## config.mk

```make
export PLATFORM = sky130hd
export DESIGN_NAME = dakika_ay_sayac
export DESIGN_NICKNAME = d
export VERILOG_FILES = /design/src/rtl/dakika_ay_sayac_pkg.sv /design/src/rtl/dakika_ay_sayac_buton_debounce.sv /design/src/rtl/dakika_ay_sayac.sv
export SDC_FILE = /design/constraint.sdc
export NUM_CORES = 1
export LEC_CHECK = 0
export ABC_CLOCK_PERIOD_IN_PS = 3100
export BUFFER_PORTS_ARGS = -buffer_cell sky130_fd_sc_hd__buf_2
export CAP_MARGIN = 20
export CORE_ASPECT_RATIO = 0.6
export CORE_UTILIZATION = 65
export CTS_BUF_LIST = sky130_fd_sc_hd__clkbuf_4 sky130_fd_sc_hd__clkbuf_8 sky130_fd_sc_hd__clkbuf_16
export DETAILED_ROUTE_END_ITERATION = 16
export GPL_ROUTABILITY_DRIVEN = 1
export PLACE_DENSITY = 0.9
export SLEW_MARGIN = 20
export SYNTH_ARGS = -nofsm -noshare
export SYNTH_HDL_FRONTEND = slang
export SYNTH_HIERARCHICAL = 1
export SYNTH_SLANG_ARGS = --single-unit
```

## constraint.sdc

```tcl
create_clock -name clk -period 3.1 [get_ports clk]
set_input_delay 0 -clock clk [delete_from_list [all_inputs] [get_ports clk]]
set_output_delay 0 -clock clk [all_outputs]
set_load 0.02 [all_outputs]
```

## src/rtl/dakika_ay_sayac_pkg.sv

```systemverilog
// rtl/dakika_ay_sayac_pkg.sv - shared limits and step-direction helper for the minute/month slice
package dakika_ay_sayac_pkg;

    localparam int WIDTH = 6;

    localparam logic [WIDTH-1:0] DAKIKA_MAX = 6'd59;
    localparam logic [WIDTH-1:0] AY_MIN     = 6'd1;
    localparam logic [WIDTH-1:0] AY_MAX     = 6'd12;

    typedef enum logic [1:0] {
        YON_TUT  = 2'd0,
        YON_ARTI = 2'd1,
        YON_EKSI = 2'd2
    } yon_e;

    // Simultaneous up and down requests cancel out.
    function automatic yon_e yon_sec(input logic i_arti, input logic i_eksi);
        if (i_arti && !i_eksi) begin
            return YON_ARTI;
        end else if (i_eksi && !i_arti) begin
            return YON_EKSI;
        end
        return YON_TUT;
    endfunction

endpackage

```

## src/rtl/dakika_ay_sayac_buton_debounce.sv

```systemverilog
// rtl/dakika_ay_sayac_buton_debounce.sv - button synchronizer plus stability-counter debouncer
module buton_debounce #(
    parameter int DEBOUNCE_CYCLES = 1_000_000,
    parameter int SYNC_STAGES     = 2
) (
    input  logic clk,
    input  logic reset,
    input  logic i_buton,
    output logic o_seviye
);

    localparam int CNT_W = (DEBOUNCE_CYCLES > 1) ? $clog2(DEBOUNCE_CYCLES) : 1;

    logic [SYNC_STAGES-1:0] r_sync;
    logic [CNT_W-1:0]       r_sayac;
    logic                   r_seviye;
    logic                   w_senkron;

    assign w_senkron = r_sync[SYNC_STAGES-1];
    assign o_seviye  = r_seviye;

    always_ff @(posedge clk or posedge reset) begin
        if (reset) begin
            r_sync <= '0;
        end else begin
            r_sync <= {r_sync[SYNC_STAGES-2:0], i_buton};
        end
    end

    // Any cycle where the synced level agrees with the accepted one restarts the count.
    always_ff @(posedge clk or posedge reset) begin
        if (reset) begin
            r_sayac  <= '0;
            r_seviye <= 1'b0;
        end else if (w_senkron == r_seviye) begin
            r_sayac <= '0;
        end else if (r_sayac == CNT_W'(DEBOUNCE_CYCLES - 1)) begin
            r_sayac  <= '0;
            r_seviye <= w_senkron;
        end else begin
            r_sayac <= r_sayac + CNT_W'(1);
        end
    end

endmodule

```

## src/rtl/dakika_ay_sayac.sv

```systemverilog
// rtl/dakika_ay_sayac.sv - minute (0..59) and month (1..12) counters with carry/borrow pulses
module dakika_ay_sayac
    import dakika_ay_sayac_pkg::*;
#(
    parameter int DEBOUNCE_CYCLES = 1_000_000,
    parameter int SYNC_STAGES     = 2
) (
    input  logic             clk,
    input  logic             reset,
    input  logic             stop,
    input  logic             dakika_arttir,
    input  logic             arttir_buton,
    input  logic             azalt_buton,
    input  logic             ay_arttir,
    input  logic             ay_azalt,
    output logic [WIDTH-1:0] dakika,
    output logic             saat_arttir,
    output logic             saat_azalt,
    output logic [WIDTH-1:0] ay,
    output logic             yil_arttir,
    output logic             yil_azalt
);

    logic             w_arttir_db;
    logic             w_azalt_db;
    logic             w_arttir_olay;
    logic             w_azalt_olay;
    yon_e             w_dk_yon;
    yon_e             w_ay_yon;

    logic             r_arttir_once;
    logic             r_azalt_once;
    logic [WIDTH-1:0] r_dakika;
    logic [WIDTH-1:0] r_ay;
    logic             r_saat_arttir;
    logic             r_saat_azalt;
    logic             r_yil_arttir;
    logic             r_yil_azalt;

    buton_debounce #(
        .DEBOUNCE_CYCLES(DEBOUNCE_CYCLES),
        .SYNC_STAGES    (SYNC_STAGES)
    ) u_arttir_db (
        .clk     (clk),
        .reset   (reset),
        .i_buton (arttir_buton),
        .o_seviye(w_arttir_db)
    );

    buton_debounce #(
        .DEBOUNCE_CYCLES(DEBOUNCE_CYCLES),
        .SYNC_STAGES    (SYNC_STAGES)
    ) u_azalt_db (
        .clk     (clk),
        .reset   (reset),
        .i_buton (azalt_buton),
        .o_seviye(w_azalt_db)
    );

    assign w_arttir_olay = w_arttir_db & ~r_arttir_once;
    assign w_azalt_olay  = w_azalt_db & ~r_azalt_once;

    // Button events only count in edit mode; the seconds tick only counts while running.
    assign w_dk_yon = yon_sec(stop ? w_arttir_olay : dakika_arttir, stop & w_azalt_olay);
    assign w_ay_yon = yon_sec(ay_arttir, ay_azalt);

    always_ff @(posedge clk or posedge reset) begin
        if (reset) begin
            r_arttir_once <= 1'b0;
            r_azalt_once  <= 1'b0;
        end else begin
            r_arttir_once <= w_arttir_db;
            r_azalt_once  <= w_azalt_db;
        end
    end

    always_ff @(posedge clk or posedge reset) begin
        if (reset) begin
            r_dakika      <= '0;
            r_saat_arttir <= 1'b0;
            r_saat_azalt  <= 1'b0;
        end else begin
            r_saat_arttir <= 1'b0;
            r_saat_azalt  <= 1'b0;
            case (w_dk_yon)
                YON_ARTI: begin
                    if (r_dakika == DAKIKA_MAX) begin
                        r_dakika      <= '0;
                        r_saat_arttir <= 1'b1;
                    end else begin
                        r_dakika <= r_dakika + 6'd1;
                    end
                end
                YON_EKSI: begin
                    if (r_dakika == '0) begin
                        r_dakika     <= DAKIKA_MAX;
                        r_saat_azalt <= 1'b1;
                    end else begin
                        r_dakika <= r_dakika - 6'd1;
                    end
                end
                default: ;
            endcase
        end
    end

    always_ff @(posedge clk or posedge reset) begin
        if (reset) begin
            r_ay         <= AY_MIN;
            r_yil_arttir <= 1'b0;
            r_yil_azalt  <= 1'b0;
        end else begin
            r_yil_arttir <= 1'b0;
            r_yil_azalt  <= 1'b0;
            case (w_ay_yon)
                YON_ARTI: begin
                    if (r_ay == AY_MAX) begin
                        r_ay         <= AY_MIN;
                        r_yil_arttir <= 1'b1;
                    end else begin
                        r_ay <= r_ay + 6'd1;
                    end
                end
                YON_EKSI: begin
                    if (r_ay == AY_MIN) begin
                        r_ay        <= AY_MAX;
                        r_yil_azalt <= 1'b1;
                    end else begin
                        r_ay <= r_ay - 6'd1;
                    end
                end
                default: ;
            endcase
        end
    end

    assign dakika      = r_dakika;
    assign saat_arttir = r_saat_arttir;
    assign saat_azalt  = r_saat_azalt;
    assign ay          = r_ay;
    assign yil_arttir  = r_yil_arttir;
    assign yil_azalt   = r_yil_azalt;

endmodule

```

==> Word level (Yosys, flattened, before mapping) <==
Cells that the tools add are included.
{ "word_totals": {"in_bits": 8, "ff_bits": 64, "wordCells": 80, "output_inout_bits": 16} }
{ "classes": {"reduce_logical": 13, "n_bitwise": 7, "eq_ne": 11, "add_sub_neg": 6, "mux": 29} }
{ "op_table": {"columns": ["op", "n"], "rows": [
  ["20-bit two-way mux", 4],
  ["20-bit by 1-bit adder with 20-bit output, second input constant", 2],
  ["20-bit equality test, second input constant", 2],
  ["6-bit two-way mux", 4],
  ["6-bit one-hot mux with 2 select lines", 2],
  ["1-bit two-way mux", 13],
  ["6-bit by 1-bit adder with 6-bit output, second input constant", 2],
  ["2-bit two-way mux", 6],
  ["6-bit by 1-bit subtractor with 6-bit output, second input constant", 2],
  ["6-bit by 1-bit equality test with 1-bit output, second input constant", 1],
  ["6-bit by 4-bit equality test with 1-bit output, second input constant", 1],
  ["6-bit equality test, second input constant", 1],
  ["6-bit zero test", 1],
  ["2-bit by 1-bit equality test with 1-bit output, second input constant", 2],
  ["2-bit equality test, second input constant", 2],
  ["1-bit logical AND", 4],
  ["1-bit zero test", 4],
  ["1-bit NOT", 4],
  ["2-bit AND reduction", 2],
  ["2-bit nonzero test", 2],
  ["1-bit bitwise AND", 3],
  ["1-bit equality test", 2]
]} }

==> Longest topological paths before layout <==
Gate-level depths: netlist of run 1.
{ "depth": {"depth_word": 10, "depth_mapped": 9, "depth_no_buf": 8} }

==> By module <==
The synthesis of run 1 kept the hierarchy.
{ "modules_own_cells": {"columns": ["module", "area_per_inst_um2", "seq_area_each_um2", "cells_per_inst", "instances"], "rows": [
  ["buton_debounce", 1118.6, 575.6, 109, 2],
  ["dakika_ay_sayac", 1290.0, 451.7, 147, 1]
]} }

==> Worst setup path after synthesis of run 1 <==
No wires, ideal clock.
{ "synth_timing": {"kind": "register to register", "startpoint": "register u_arttir_db.r_seviye (netlist: u_arttir_db/o_seviye)", "endpoint": "register r_dakika[3] (netlist: dakika[3])", "t_required_ps": 3018, "period_less_slack_ps": 1916, "setup_ps": 82, "arrival_ps": 1834, "stages_incl_launch_ff": 9, "path_buffers": 0, "slack_ps": 1184, "cell_sequence": "dfrtp_1 > nand3b_1 > o21ai_0 > inv_1 > ha_1 > or3b_4 > or3_4 > o211a_1 > o22ai_1"} }
{ "synth_via": {"elab_chain_cells": 9, "word_cells_on_any_way": 13, "classes_between": "eq/ne: 2; mux: 6; bitwise: 1; reduce/logical: 4"} }
{ "synth_lines": {"columns": ["element", "line", "source"], "rows": [
  ["start, declared", "dakika_ay_sayac_buton_debounce.sv:16", "logic r_seviye;"],
  ["start signal, assigned", "dakika_ay_sayac_buton_debounce.sv:39", "r_seviye <= w_senkron;"],
  ["1-bit bitwise AND *", "dakika_ay_sayac.sv:60", "assign w_arttir_olay = w_arttir_db & ~r_arttir_once;"],
  ["1-bit two-way mux *", "dakika_ay_sayac.sv:64", "assign w_dk_yon = yon_sec(stop ? w_arttir_olay : dakika_arttir, stop & w_azalt_olay);"],
  ["1-bit zero test", "dakika_ay_sayac_pkg.sv:20", "end else if (i_eksi && !i_arti) begin"],
  ["1-bit logical AND", "dakika_ay_sayac_pkg.sv:20", null],
  ["1-bit two-way mux", "dakika_ay_sayac_pkg.sv:20", null],
  ["1-bit two-way mux", "dakika_ay_sayac_pkg.sv:18", "if (i_arti && !i_eksi) begin"],
  ["2-bit two-way mux *", "dakika_ay_sayac_pkg.sv:23", "return YON_TUT;"],
  ["2-bit equality test / 2-bit by 1-bit equality test with 1-bit output (equally long branches)", "dakika_ay_sayac.sv:85", "case (w_dk_yon)"],
  ["6-bit one-hot mux with 2 select lines / 2-bit nonzero test (equally long branches)", null, null],
  ["end signal, assigned", "dakika_ay_sayac.sv:91", "r_dakika <= r_dakika + 6'd1;"],
  ["end signal, assigned", "dakika_ay_sayac.sv:99", "r_dakika <= r_dakika - 6'd1;"],
  ["end, declared", "dakika_ay_sayac.sv:33", "logic [WIDTH-1:0] r_dakika;"]
]} }
Mark *: on every way between the ends. The rest lies on a longest branch, timed or not.
A chain may end at the register's enable or synchronous reset.

==> Final worst setup path of run 1 <==
Ends and elaborated chain as after synthesis.

==> flow_summary.toml, run 1 <==
[sta]
fmax_mhz = 418
fin_crit_sh_pct = 77.2
finClkSkew_ns = 0.00648
maxSlewHeadroom_pct = 42.2
post-route-min-period_ns = 2.39
worst_pin_slew_ns = 0.866
fin_setup_tns_ns = 0
drv_slew = 0
whs_ns = 0.0423
rsz0062_at_grt = "no"
finalHoldViolations = 0
setup_violations = 0

[worst_setup_path]
start_kind = "flip-flop"
cp_top_family = "simple AND/OR/NAND/NOR gates"
crit_chain = "nand3b_1 > o21ai_0 > inv_1 > ha_1 > or3b_4 > or3_4 > o211a_1 > o22ai_1"
cp_data_required_time_ns = 3.35
critical_path.slowest_cell = "or3b_4"
crit_buf_inv = 1
crit_type = "flip-flop to flip-flop"
cp_max_fo = 14
arrival_ns = 2.65
cp-end-kind = "flip-flop"
slowest_delay_ns = 0.46

[detailed_routing]
avgRoutedWirePerCell_um = 15.1
remaining_drc_errors = 0
via_per_inst = 5.91
vias = 2742
drtIter0Drc = 118
totalWireLength_mm = 6.99
antenna_left = 0
drtPass1Iterations = 4

[cts]
clock_latency_ns = 0.34
cts_resized = 0
hold_buffers = 3
cts.sinks = 64
cts_buffers = 9
cts_setup_buffers = 0
ctsRootBufferMaster = "clkbuf_8"
clkTransAtPathRegs_ns = 0.07
cts_buffer_depth = 2
cts_tree = "yes"
cts-htree-levels = 3

[power]
p_per_area_nw_per_um2 = 602
p_leak_nw = 1.68
vdd_drop_max_v = 0.000507
power_w = 0.00235

[placed_design]
gp_congestion = 0.869
hpwl_mm = 4.77
port_buffers = 23

[run]
maxCapViolations = 0

[run_status]
outcome = "complete, no violations"

[layout]
fillers = 333
multiInputGateArea_um2 = 1770
drive_gt1_share_pct = 13.8
syn_to_final_growth_pct = 10.8
finalNetCount = 414
antennaDiodeCount = 0
regArea_um2 = 1600

[synth]
yosysSeqAreaShare_pct = 45.4
synth_cell_type_count = 58
async_flop_share_pct = 100
synth-edff-count = 0
synth_area_um2 = 3530
ys_warn_count = 6
synth_top_cell_by_area = "dfrtp_1"
synth_ff_type = "dfrtp_1"
syn_inst = 365
synth-seq-cells = 64
avgSynthCellArea_um2 = 9.66
synth.area.top_cells = "dfrtp_1 (45%), xnor2_1 (6.0%), nor2_1 (4.9%), ha_1 (4.3%), inv_1 (3.3%)"
synth_fp_nets = 385
yosysTopAreaCellShare_pct = 44.7

[global_routing]
grt_overflow = 0
grt_max_degree = 24
grt_pass1_vias = 2519
grt_first_pass_wirelength_mm = 11.9
gr-usage-all-layers_pct = 26.8
grt_antenna_before_repair = 0

[floorplanning]
initial_core_util_pct = 68.8
die_w_um = 97.1
die-height_um = 59.1
io_pins = 24
core_um2 = 5130
row_count = 20
dieArea_um2 = 5730

[worst_hold_path]
hold_class = "primary input to flip-flop"
## where the power goes
group	leakage (nW)	switching [W]	internal (W)
clock	0.0975	0.000303	0.000372
combinational	0.732	0.000353	0.000249
sequential	0.854	0.000161	0.000915
## through the flow
stage	setup WS [ns]	utilization [%]	instance area, um2	cells
3_5_place_dp	0.757	71.9	3690	446
5_1_grt	0.619	76.2	3910	464
3_3_place_gp	0.872	71.9	3690	446
6_report	0.708	76.2	3910	464
4_1_cts	0.735	76.2	3910	464
2_1_floorplan	1.18	-	3530	365
## layer usage
layer  routed length [um]  vias up  global-route usage (%)  share of wire, %
li1                     -     1359                       -                 -
met1                 3500     1298                    39.0                50
met2                 3060       74                    39.3                44
met3                  333       11                    6.84               4.8
met4                   97        0                    10.0               1.4
met5                    0        -                       0                 0
## worst register-to-register path: cells and delay by family, from the launching register on
kind	cells	cell delay, ns
AND/OR/NAND/NOR	3	0.95
adder cells (fa/ha/maj)	1	0.45
flip-flops	1	0.42
AO/OA/AOI/OAI	3	0.41
buffers and inverters	1	0.08
## sequential cells by signal, summed over array words and instances, names as in the netlist
name / cells
ay: 6
dakika: 6
r_arttir_once: 1
r_azalt_once: 1
saat_arttir: 1
saat_azalt: 1
u_arttir_db/o_seviye: 1
u_arttir_db/r_sayac: 20
u_arttir_db/r_sync: 2
u_azalt_db/o_seviye: 1
u_azalt_db/r_sayac: 20
u_azalt_db/r_sync: 2
yil_arttir: 1
yil_azalt: 1
## cell type report
type	count	share of cell area, %
Clock buffer	13	4.58
Clock inverter	2	0.320
Inverter	31	2.98
Multi-Input combinational cell	262	45.3
Sequential cell	64	41.0
Tap cell	66	2.11
Timing Repair Buffer	26	3.71
## synthesized netlist by cell type, drive strengths merged, types with 2 or more instances
| cell type | number |
|---|---|
| a211oi | 3 |
| a21boi | 2 |
| a21oi | 11 |
| a221oi | 2 |
| and2 | 3 |
| and3 | 4 |
| and4 | 4 |
| buf | 5 |
| clkbuf | 3 |
| dfrtp | 63 |
| ha | 12 |
| inv | 31 |
| mux2 | 5 |
| mux2i | 4 |
| nand2 | 19 |
| nand2b | 2 |
| nand3 | 16 |
| nand3b | 3 |
| nand4 | 11 |
| nor2 | 46 |
| nor2b | 2 |
| nor3 | 12 |
| nor4 | 12 |
| nor4b | 4 |
| o211ai | 2 |
| o21ai | 17 |
| o22ai | 2 |
| or3 | 7 |
| or3b | 2 |
| or4 | 5 |
| xnor2 | 24 |
| xor2 | 10 |
## worst paths after layout
path	start	depth (start not counted)	slack (ns)	to
worst min-delay path	ay_arttir	4	0.04	yil_arttir
worst max register to register	u_arttir_db/o_seviye	8	0.71	dakika[3]
worst min register to register	u_arttir_db/r_sync[0]	0	0.35	u_arttir_db/r_sync[1]
max in group asynchronous	reset	3	2.12	u_arttir_db/r_sayac[10]
worst max-delay path	u_arttir_db/o_seviye	8	0.71	dakika[3]
min in group asynchronous	reset	3	0.38	dakika[3]
## placed cells by master, fill, tap and decap left out, types with 10 or more instances in the layout
master / Yosys / layout
xnor2_1: 24 / 24
buf_2: 3 / 23
clkbuf_8: 0 / 13
nor2_1: 46 / 46
a21oi_1: 11 / 11
ha_1: 12 / 12
o21ai_0: 13 / 13
nand3_1: 16 / 16
xor2_1: 10 / 10
nand2_1: 19 / 19
inv_1: 31 / 31
nor3_1: 12 / 12
dfrtp_1: 63 / 63
nor4_1: 10 / 10
## logic make-up (layout without fill, tap and decap cells)
kind of cell	count (synthesis)	in the layout	share of synthesized area, %
XOR/XNOR	34	34	8.44
AO/OA/AOI/OAI	53	53	10.1
AND/OR/NAND/NOR	154	154	24.7
flip-flops	64	64	45.4
adder cells (fa/ha/maj)	12	12	4.26
multiplexers	9	9	2.73
buffers and inverters	39	72	4.36
No activity file was read; power rests on OpenSTA's default activity.
==> run 2: changes to the inputs <==
--- a/config.mk
+++ b/config.mk
@@ -5,15 +5,15 @@
 export SDC_FILE = /design/constraint.sdc
 export NUM_CORES = 1
 export LEC_CHECK = 0
-export ABC_CLOCK_PERIOD_IN_PS = 3100
+export ABC_CLOCK_PERIOD_IN_PS = 2400
 export BUFFER_PORTS_ARGS = -buffer_cell sky130_fd_sc_hd__buf_2
 export CAP_MARGIN = 20
 export CORE_ASPECT_RATIO = 0.6
-export CORE_UTILIZATION = 65
+export CORE_UTILIZATION = 60
 export CTS_BUF_LIST = sky130_fd_sc_hd__clkbuf_4 sky130_fd_sc_hd__clkbuf_8 sky130_fd_sc_hd__clkbuf_16
 export DETAILED_ROUTE_END_ITERATION = 16
 export GPL_ROUTABILITY_DRIVEN = 1
-export PLACE_DENSITY = 0.9
+export PLACE_DENSITY = 0.84
 export SLEW_MARGIN = 20
 export SYNTH_ARGS = -nofsm -noshare
 export SYNTH_HDL_FRONTEND = slang
==> constraint.sdc (replaced) <==
create_clock -name clk -period 2.4 [get_ports clk]
set_input_delay 0 -clock clk [delete_from_list [all_inputs] [get_ports clk]]
set_output_delay 0 -clock clk [all_outputs]
set_load 0.02 [all_outputs]
==> run 2 against run 1 <==
Routed wire length is 3.4% higher. Global-route usage hardly changed. First-iteration DRC count is 31% higher. Largest cell class unchanged. Sequential power is 29% higher. Via count is 2.8% higher. Utilization is 5.3 points lower. Clock skew is 0.0030 ns higher. Sequential share of layout area is 0.80 points lower. Clock power is 57% higher. Count of clock-buffer cells in the layout is 3 lower. Final cell count is 3.9% higher.
==> flow_summary.toml, run 2 (same netlist as run 1, synthesis figures left out) <==
[layout]
multiInputGateArea_um2 = 1770
final_common_cell = "dfrtp_1"
finish.utilization_pct = 70.9
reg_top3 = "u_arttir_db/r_sayac x20, u_azalt_db/r_sayac x20"
regArea_um2 = 1600
drive_gt1_share_pct = 14.7
mostFrequentLayoutCells = "dfrtp_1 (63), nor2_1 (46), inv_1 (31)"
final_area_um2 = 3990
syn_to_final_growth_pct = 13.0
fin_cells = 482
fillers = 457
antennaDiodeCount = 0
finalNetCount = 417

[sta]
fin_setup_tns_ns = 0
setup_violations = 0
finClkSkew_ns = 0.00952
whs_ns = 0.0366
worst_pin_slew_ns = 0.872
rsz0062_at_grt = "no"
drv_slew = 0
fmax_mhz = 494
finalHoldViolations = 0
maxSlewHeadroom_pct = 41.8
fin_crit_sh_pct = 84.3
post-route-min-period_ns = 2.02

[worst_setup_path]
crit_type = "flip-flop to flip-flop"
start_kind = "flip-flop"
arrival_ns = 2.32
cp_max_fo = 4
cp-end-kind = "flip-flop"
cp_data_required_time_ns = 2.70

[floorplanning]
row_count = 21
die_w_um = 101
dieArea_um2 = 6200
initial_core_util_pct = 62.7
core_um2 = 5620
io_pins = 24
die-height_um = 61.4

[placed_design]
hpwl_mm = 5.04
gp_congestion = 0.919
port_buffers = 23
dpl_cell_area_um2 = 3730
placed_cells = 463

[global_routing]
grt_overflow = 0
grt_pass1_vias = 2579
grt_max_degree = 24
gr-usage-all-layers_pct = 26.8
grt_antenna_before_repair = 0
grt_first_pass_wirelength_mm = 12.3

[power]
pwr-share-seq_pct = 43.1
p_int_w = 0.00212
p_leak_nw = 1.71
p_per_area_nw_per_um2 = 810
p_clk_share_pct = 32.7
p_sw_w = 0.00111
swShare_pct = 34.4
vdd_drop_max_v = 0.000712
pwr-share-comb_pct = 24.2

[detailed_routing]
drtPass1Iterations = 5
vias = 2818
remaining_drc_errors = 0
avgRoutedWirePerCell_um = 15.0
drtIter0Drc = 154
via_per_inst = 5.85
totalWireLength_mm = 7.23
antenna_left = 0

[cts]
cts-htree-levels = 3
ctsRootBufferMaster = "clkbuf_8"
clkTransAtPathRegs_ns = 0.07
cts_buffer_depth = 2
cts_tree = "yes"
cts_buffers = 9
cts.sinks = 64
clock_latency_ns = 0.36

[run_status]
outcome = "complete, no violations"

[run]
maxCapViolations = 0

[worst_hold_path]
hold_class = "primary input to flip-flop"
==> run 2: changes by cell type in the layout (fill, tap and decap cells not counted) <==
cell and change:
inv_6 +1, bufinv_16 +2, clkbuf_8 -3, buf_4 +3, clkinv_2 -1, clkinvlp_4 +2
==> run 2: layer usage <==
metal | GRT usage (%) | routed length [um] | vias up
li1 | - | - | 1358
met1 | 36.0 | 3370 | 1354
met2 | 41.4 | 3270 | 97
met3 | 9.53 | 518 | 9
met4 | 8.70 | 77 | 0
met5 | 0 | 0 | -
==> run 2: path summary, 6_finish.rpt <==
kind / from / end / slack, ns / cells after the start
min reg2reg: u_azalt_db/r_sync[0] / u_azalt_db/r_sync[1] / 0.36 / 0
max in group asynchronous: reset / u_azalt_db/r_sayac[6] / 1.46 / 3
min in group asynchronous: reset / dakika[0] / 0.32 / 3
max: u_arttir_db/o_seviye / dakika[0] / 0.38 / 8
min: ay_arttir / yil_arttir / 0.04 / 4
max reg2reg: u_arttir_db/o_seviye / dakika[0] / 0.38 / 8
==> run 2: power by group through the flow <==
stage | registers, W | logic (W) | clock network, W
2_1_floorplan | 0.00144 | 0.000502 | 0
3_3_place_gp | 0.00139 | 0.000741 | 0
3_5_place_dp | 0.00140 | 0.000765 | 0
4_1_cts | 0.00139 | 0.000776 | 0.00108
5_1_grt | 0.00142 | 0.000873 | 0.00113
6_report | 0.00139 | 0.000780 | 0.00106
==> run 2: per-stage QoR <==
step,total power [W],setup slack [ns]
after floorplan,0.00194,0.484
after global placement,0.00214,0.485
after detailed placement,0.00217,0.384
after CTS,0.00324,0.367
after global routing,0.00343,0.246
final,0.00323,0.377
==> run 2: timing repair <==
action                                 CTS  global route
gates resized for setup                  0             0
hold buffers                             3             0
endpoints found under the hold margin   65             0
buffers inserted                         0             0
==> run 2: layout make-up <==
type	count	share of cell area [%]
tap	80	2.51
clock inverter	6	2.29
inverter	31	2.92
multi-input combinational	262	44.4
sequential	64	40.2
clock buffer	10	3.45
timing repair buffer	29	4.21
==> run 2: critical path, stage by stage (launching register included) <==
cell	delay [ns]
dfrtp_1	0.42
nand3b_1	0.09
o21ai_0	0.11
inv_1	0.08
ha_1	0.17
or3b_4	0.41
or3_4	0.40
o21ai_1	0.11
mux2_2	0.18
